`config.mk`:
```
export PLATFORM = sky130hd
export DESIGN_NAME = mdu_sequencer
export DESIGN_NICKNAME = d
export VERILOG_FILES = /design/src/rtl/mdu_sequencer.sv
export SDC_FILE = /design/constraint.sdc
export NUM_CORES = 1
export LEC_CHECK = 0
export BUFFER_PORTS_ARGS = -buffer_cell sky130_fd_sc_hd__buf_4
export CELL_PAD_IN_SITES_DETAIL_PLACEMENT = 1
export CELL_PAD_IN_SITES_GLOBAL_PLACEMENT = 2
export CORE_UTILIZATION = 30
export CTS_CLUSTER_DIAMETER = 80
export DETAILED_ROUTE_END_ITERATION = 6
export GPL_ROUTABILITY_DRIVEN = 0
export HOLD_SLACK_MARGIN = 0.15
export PLACE_DENSITY = 0.74
export SLEW_MARGIN = 5
export SYNTH_ARGS = -nofsm -noshare
export SYNTH_HDL_FRONTEND = slang
export SYNTH_SLANG_ARGS = --single-unit
```
`constraint.sdc`:
```
create_clock -name clk -period 1.97 [get_ports clk]
set_input_delay 0.0985 -clock clk [delete_from_list [all_inputs] [get_ports clk]]
set_output_delay 0.0985 -clock clk [all_outputs]
set_load 0.03 [all_outputs]
```
`src/rtl/mdu_sequencer.sv`:
```
// Multiply/divide unit sequencer: launches MULT/MULTU/DIV/DIVU, waits for completion and writes HI/LO.
// Optional macro MDU_DIV0_TRAP_EN: DIV/DIVU accepted with divisor_zero=1 trap straight to ERR.
module mdu_sequencer #(
  parameter int TIMEOUT = 64
) (
  input  logic       clk,
  input  logic       rst,
  input  logic       req_valid,
  input  logic [2:0] req_op,
  output logic       req_ready,
  input  logic       divisor_zero,
  input  logic       mul_done,
  input  logic       mulu_done,
  input  logic       div_busy,
  input  logic       divu_busy,
  output logic       mul_start,
  output logic       mulu_start,
  output logic       div_start,
  output logic       divu_start,
  output logic       hi_ena,
  output logic       lo_ena,
  output logic [2:0] hi_sel,
  output logic [2:0] lo_sel,
  output logic       mdu_busy,
  output logic       op_done,
  output logic       op_err
);

  localparam logic [2:0] OP_MULT  = 3'b000;
  localparam logic [2:0] OP_MULTU = 3'b001;
  localparam logic [2:0] OP_DIV   = 3'b010;
  localparam logic [2:0] OP_DIVU  = 3'b011;
  localparam logic [2:0] OP_MTHI  = 3'b100;
  localparam logic [2:0] OP_MTLO  = 3'b101;
  localparam logic [7:0] CNT_LAST = 8'(TIMEOUT - 1);

  typedef enum logic [2:0] {
    IDLE   = 3'd0,
    LAUNCH = 3'd1,
    WAIT   = 3'd2,
    WB     = 3'd3,
    ERR    = 3'd4
  } state_t;

  state_t     state;
  logic [2:0] op;
  logic [7:0] cnt;
  logic       complete;
  logic       div0_trap;

  assign req_ready = (state == IDLE);
  assign mdu_busy  = (state != IDLE);

  always_comb begin
    complete = 1'b0;
    case (op)
      OP_MULT:  complete = mul_done;
      OP_MULTU: complete = mulu_done;
      OP_DIV:   complete = ~div_busy;
      OP_DIVU:  complete = ~divu_busy;
      default:  complete = 1'b0;
    endcase
  end

`ifdef MDU_DIV0_TRAP_EN
  assign div0_trap = divisor_zero & ((req_op == OP_DIV) | (req_op == OP_DIVU));
`else
  assign div0_trap = 1'b0;
`endif

  // HI/LO source mux code for a given op; MTHI/MTLO and illegal ops select Rs.
  function automatic logic [2:0] sel_of(input logic [2:0] o);
    case (o)
      OP_MULT:  sel_of = 3'b011;
      OP_MULTU: sel_of = 3'b100;
      OP_DIV:   sel_of = 3'b001;
      OP_DIVU:  sel_of = 3'b010;
      default:  sel_of = 3'b000;
    endcase
  endfunction

  always_ff @(posedge clk or posedge rst) begin
    if (rst) begin
      state      <= IDLE;
      op         <= 3'b000;
      cnt        <= 8'd0;
      mul_start  <= 1'b0;
      mulu_start <= 1'b0;
      div_start  <= 1'b0;
      divu_start <= 1'b0;
      hi_ena     <= 1'b0;
      lo_ena     <= 1'b0;
      hi_sel     <= 3'b000;
      lo_sel     <= 3'b000;
      op_done    <= 1'b0;
      op_err     <= 1'b0;
    end else begin
      mul_start  <= 1'b0;
      mulu_start <= 1'b0;
      div_start  <= 1'b0;
      divu_start <= 1'b0;
      hi_ena     <= 1'b0;
      lo_ena     <= 1'b0;
      op_done    <= 1'b0;
      op_err     <= 1'b0;
      case (state)
        IDLE: begin
          if (req_valid) begin
            op     <= req_op;
            hi_sel <= sel_of(req_op);
            lo_sel <= sel_of(req_op);
            if (div0_trap) begin
              state  <= ERR;
              op_err <= 1'b1;
            end else begin
              case (req_op)
                OP_MULT:  begin state <= LAUNCH; mul_start  <= 1'b1; end
                OP_MULTU: begin state <= LAUNCH; mulu_start <= 1'b1; end
                OP_DIV:   begin state <= LAUNCH; div_start  <= 1'b1; end
                OP_DIVU:  begin state <= LAUNCH; divu_start <= 1'b1; end
                OP_MTHI:  begin state <= WB; hi_ena <= 1'b1; op_done <= 1'b1; end
                OP_MTLO:  begin state <= WB; lo_ena <= 1'b1; op_done <= 1'b1; end
                default:  begin state <= ERR; op_err <= 1'b1; end
              endcase
            end
          end
        end
        LAUNCH: begin
          state <= WAIT;
          cnt   <= 8'd0;
        end
        WAIT: begin
          // The first WAIT cycle (cnt==0) ignores flags left over from a previous operation.
          if ((cnt != 8'd0) && complete) begin
            state   <= WB;
            hi_ena  <= 1'b1;
            lo_ena  <= 1'b1;
            op_done <= 1'b1;
          end else if (cnt == CNT_LAST) begin
            state  <= ERR;
            op_err <= 1'b1;
          end else begin
            cnt <= cnt + 8'd1;
          end
        end
        WB, ERR: begin
          state  <= IDLE;
          cnt    <= 8'd0;
          hi_sel <= 3'b000;
          lo_sel <= 3'b000;
        end
        default: begin
          state  <= IDLE;
          hi_sel <= 3'b000;
          lo_sel <= 3'b000;
        end
      endcase
    end
  end

endmodule

```
---- After elaboration in Yosys (flattened, before gate mapping) ----
Index checks and enable logic that the tools add are counted.
operators by class
  reductions and logical operators ........ 16
  eq/ne operators ......................... 17
  mux-type cells .......................... 39
  bitwise operators ....................... 3
  add/sub/neg operators ................... 1
operator list
  operator             number
  $mux 1               23
  $eq 3x2->1 const B   6
  $mux 8               2
  $pmux 8 s2           1
  $mux 3               4
  $pmux 3 s2           2
  $pmux 3 s4           1
  $eq 3x1->1 const B   3
  $eq 3x3->1 const B   3
  $logic_not 3->1      3
  $pmux 3 s3           1
  $add 8x1->8 const B  1
  $eq 8x6->1 const B   1
  $pmux 1 s2           4
  $reduce_bool 8->1    1
  $ne 2x2->1 const B   3
  $reduce_and 2->1     3
  $reduce_or 6->1      1
  $pmux 1 s4           1
  $reduce_or 2->1      2
  $reduce_or 4->1      1
  $ne 3x3->1 const B   1
  $not 1->1            3
  $reduce_and 3->1     1
  other kinds (4)      4
word-level totals
  output and inout port bits .............. 16
  bits of input ports ..................... 11
  word-level logic and storage cells ...... 88
  flip-flop bits (word level) ............. 25

---- Longest topological paths before layout ----
  depth after elaboration ................. 5
  mapped depth ............................ 6
  depth with buffers taken out ............ 6

---- Least setup slack after synthesis ----
OpenSTA, ideal clock, no wires.
  path type ............................... reg-to-reg
  start ................................... register state[0]
  end ..................................... register div_start
  path slack .............................. -0.262 ns
  data required time ...................... 1.903 ns
  arrival time ............................ 2.165 ns
  cell stages (with the launch flop) ...... 6
  cells stage by stage .................... dfrtp_1 > buf_2 > nor3_1 > nand2_1 > nor2_1 > and3_1
between the ends
  cells in the longest elaborated chain, start to end .. 2
ends and longest elaborated chain
  what                      RTL line  source
  start: declaration        45        state_t state;
  start signal: assignment  84        state <= IDLE;
  start signal: assignment  113       state <= ERR;
  start signal: assignment  117       OP_MULT: begin state <= LAUNCH; mul_start <= 1'b1; end
  $logic_not 3->1           n/a
  via req_ready             10        output logic req_ready,
  $mux 1                    106       case (state)
  end signal: assignment    89        div_start <= 1'b0;
  end signal: assignment    100       div_start <= 1'b0;
  end signal: assignment    119       OP_DIV: begin state <= LAUNCH; div_start <= 1'b1; end
  end: declaration          18        output logic div_start,
The timed path passes the listed nets, and every way through them passes these cells.
A chain may end at the register's enable or synchronous reset.

---- Worst setup path in the final report ----
  start ................................... register cnt[4]
  end ..................................... register cnt[5]
between the ends
  cells in the longest elaborated chain, start to end .. 4
  elaborated cells on any way between the ends .. 10
ends and longest elaborated chain
  what                                                     RTL line  source
  start: declaration                                       47        logic [7:0] cnt;
  start signal: assignment                                 143       cnt <= cnt + 8'd1;
  $add 8x1->8 / $reduce_bool 8->1 (equally long branches)  143, 134
  $mux 8 / $logic_and 1x1->1 (equally long branches)       139, 134
  $mux 8 / $ne 2x2->1 (equally long branches)              n/a
  $pmux 8 s2 / $reduce_and 3->1 (equally long branches)    n/a
Parallel ways exist; a longest one is shown, timed or not. The select of a mux whose other input is x is not followed.

==> results.txt <==
----------------------------------------------------
[Logic synthesis]
  Yosys cell types ... 34
  Net Count, Synth ... 128
  Synth Cell Area ... 1190 sq um
  Mean post-synth cell area ... 10.3 sq um
  Share of the synthesized area in the top cell type ... 52.6%
  Number of warnings reported in the yosys synthesis log ... 0
  Sequential cell area fraction in the yosys report ... 52.6%
  Cell types with the largest area share after synthesis ... dfrtp_1 (53%), mux2i_1 (4.2%), nand2_1 (3.5%)
  Post-synthesis cell type with the largest combined area ... dfrtp_1
  Post-synthesis sequential element count ... 25
  Instance count of the mapped netlist ... 115

[Clocking]
  Clock-pin slew on the worst setup and hold paths ... 0.09 ns
  Maximum number of buffers from clock root to sink ... 2
  Buffer cell driving the clock tree root ... clkbuf_8
  Post-CTS Setup Inserts ... 0
  Insertion delay of the later-clocked pin in the worst-skew pair ... 0.28 ns
  TritonCTS Buffers ... 3
  Sinks on the clock net ... 25
  Number of H-tree levels ... 1
  Clock tree from TritonCTS ... yes

[STA]
  Final setup TNS ... 0 ns
  Highest achievable clock rate ... 0.524 GHz
  Transition time at the pin with the least slew margin ... 0.627 ns
  Clock tree skew after final layout ... 0.00735 ns
  Min Tclk post-route ... 1.91 ns
  Number of endpoints failing setup at the final stage ... 0
  Number of max-slew violations in the final report ... 0
  Hold Violations, Final ... 0
  Final critical-path share of the clock period ... 96.8%
  Worst max-slew margin expressed relative to the limit ... 58.2%
  Unrepaired setup endpoints after global routing ... false

[Worst setup path]
  Required @ worst endpoint ... 2.17 ns
  Critical register-to-register path endpoint ... cnt[5]
  Worst-path cell with the longest stage delay ... or4_1
  Start of the worst register-to-register path ... cnt[4]
  List of cells traversed by the critical path ... nor4_1, a31oi_1, a21bo_1, or4_1, a21oi_1
  Critical path endpoint category ... flop
  Crit Path Class ... reg -> reg
  Largest driver fanout on the critical path ... 5
  Register-to-register setup slack ... 0.06 ns
  Largest stage delay, worst path ... 0.49 ns
  Number of cells on the worst reg-to-reg path ... 5
  Arrival time reported for the critical path endpoint ... 2.10 ns
  Startpoint class of the critical path ... flop

[Global routing]
  Vias in the first global route ... 1034
  First-pass GRT wire length ... 4880 um
  Number of antenna violations at the first check in global routing ... 0
  Maximum number of pins on one net before global-route repair ... 26
  Total global routing track utilization ... 15.5%
  Total grt overflow ... 0

[Status]
  Outcome ... completed

[Die]
  Total number of placement rows ... 22
  Width of the die ... 64.9 um
  Vertical extent of the die ... 64.9 um
  Die ar. ... 4220 sq um
  Initial Utilization ... 31.8%
  Number of placed I/O pins ... 27
  Core Footprint ... 3740 sq um

[Power and ir drop]
  Cell leakage power ... 0.812 nW
  Peak ir drop on the vdd network ... 0.000400 V
  Power density of the placed cells ... 1230 nW/um^2

[Drt]
  Detailed router's first-iteration violation count ... 15
  Routed wire length per instance ... 14.4 um
  Remaining antenna violation count after routing ... 0
  Vias ... 983
  Total wire length ... 2880 um
  Pre-Repair DR Iteration Count ... 4
  Vias per Instance ... 4.92
  DRC Markers ... 0

[Job]
  Reported max-cap violation count ... 0

[Cells and area]
  Fraction of final layout cells sized beyond drive strength 1 ... 27.6%
  Antenna cell count ... 0
  Area Overhead vs Synth ... 32.7%
  Final design utilization ... 42.1%
  # nets final ... 166

[Placed design]
  Count of buffers inserted at the top-level ports ... 25
  Detailed-placement wirelength estimate ... 2140 um

[Worst hold path]
  Min-delay worst type ... in -> async

----------------------------------------------------
-- state kept, by name (all words and copies together) (netlist names) --
register,cells
cnt,8
lo_sel,3
op,3
state,3
div_start,1
divu_start,1
hi_ena,1
lo_ena,1
mul_start,1
mulu_start,1
op_done,1
op_err,1
-- worst max path at each step --
stage,from,endpoint,slack [ns],depth (start not counted)
after floorplan,state[0],div_start,0.16,5
after CTS,cnt[4],cnt[5],0.05,5
after global placement,cnt[4],cnt[5],0.19,5
after global routing,cnt[4],cnt[5],0.01,5
after detailed placement,cnt[4],cnt[5],0.09,5
final,cnt[4],cnt[5],0.06,5
-- metal layers --
metal,vias up,GRT usage (%),part of all wire (%)
li1,482,-,-
met1,483,20.1,47
met2,13,25.1,49
met3,5,2.11,1.9
met4,0,7.50,2.0
met5,-,0,0
-- cells by family (layout without fill, tap and decap cells) --
group | after synthesis | count (layout) | synth area share (%)
adder cells (fa/ha/maj) | 2 | 2 | 2.10
flip-flops | 25 | 25 | 52.6
multiplexers | 8 | 8 | 8.00
AND/OR/NAND/NOR | 40 | 40 | 17.3
XOR/XNOR | 2 | 2 | 1.47
AO/OA/AOI/OAI | 23 | 23 | 12.7
buffers and inverters | 15 | 52 | 5.79
-- through the flow --
stage	area [sq um]	setup slack [ns]	std cells	total power, mW	hold slack (ns)
CTS	1570	0.0538	200	1.96	0.449
global route	1580	0.0147	200	2.07	0.487
detailed placement	1460	0.0865	190	1.63	0.196
global placement	1460	0.186	190	1.61	0.180
finish	1580	0.0629	200	1.95	0.430
floorplan	1190	0.155	115	1.30	0.126
-- layout make-up --
type,instances,area [sq um]
inverters,10,37.5
well taps,48,60.1
multi-input cells,75,508
clock inverters,1,5.00
flip-flops and latches,25,626
clock buffers,3,41.3
repair buffers,38,300
fillers,435,2170
-- where the power goes --
part	internal, mW	switching [mW]
registers	0.629	0.100
logic	0.376	0.529
clock network	0.142	0.170
total	1.15	0.798
-- placed cells by master (no fill, tap or decap), drive strengths merged, types with 2 or more instances in the layout --
| master | count |
|---|---|
| xnor2 | 2 |
| inv | 10 |
| o31ai | 2 |
| o21ai | 4 |
| mux2 | 2 |
| ha | 2 |
| dlygate4sd3 | 6 |
| nand3 | 7 |
| dfrtp | 25 |
| mux2i | 5 |
| nor3 | 2 |
| a21boi | 2 |
| nand2 | 11 |
| a21oi | 6 |
| nor4 | 3 |
| nor2 | 5 |
| and3 | 3 |
| a22o | 2 |
| clkbuf | 3 |
| nand4 | 3 |
| o22ai | 2 |
| buf | 32 |
-- Yosys cell counts --
cell       n
a21bo_1    1
a21boi_0   2
a21o_1     1
a21oi_1    6
a22o_1     2
a31oi_1    1
and2_1     1
and3_1     3
and4_1     1
buf_2      1
buf_4      3
clkbuf_1   1
dfrtp_1   25
ha_1       2
inv_1     10
mux2_2     2
mux2i_1    5
mux4_2     1
nand2_1   11
nand3_1    7
nand3b_1   1
nand4_1    3
nor2_1     5
nor2b_1    1
nor3_1     2
nor3b_1    1
nor4_1     3
o21ai_0    4
o22ai_1    2
o31a_1     1
o31ai_1    2
o41ai_1    1
or4_1      1
xnor2_1    2
-- worst max-delay path: cells and delay by family, from the launching register on --
family / cells / cell delay [ns]
AND/OR/NAND/NOR: 2 / 0.80
AO/OA/AOI/OAI: 3 / 0.62
flip-flops: 1 / 0.43
-- timing repair --
item | CTS | global route
gates resized for setup | 0 | 2
setup endpoints to repair | 0 | 1
hold buffers | 6 | 0
endpoints found under the hold margin | 33 | 0
No activity file was read; power rests on OpenSTA's default activity.
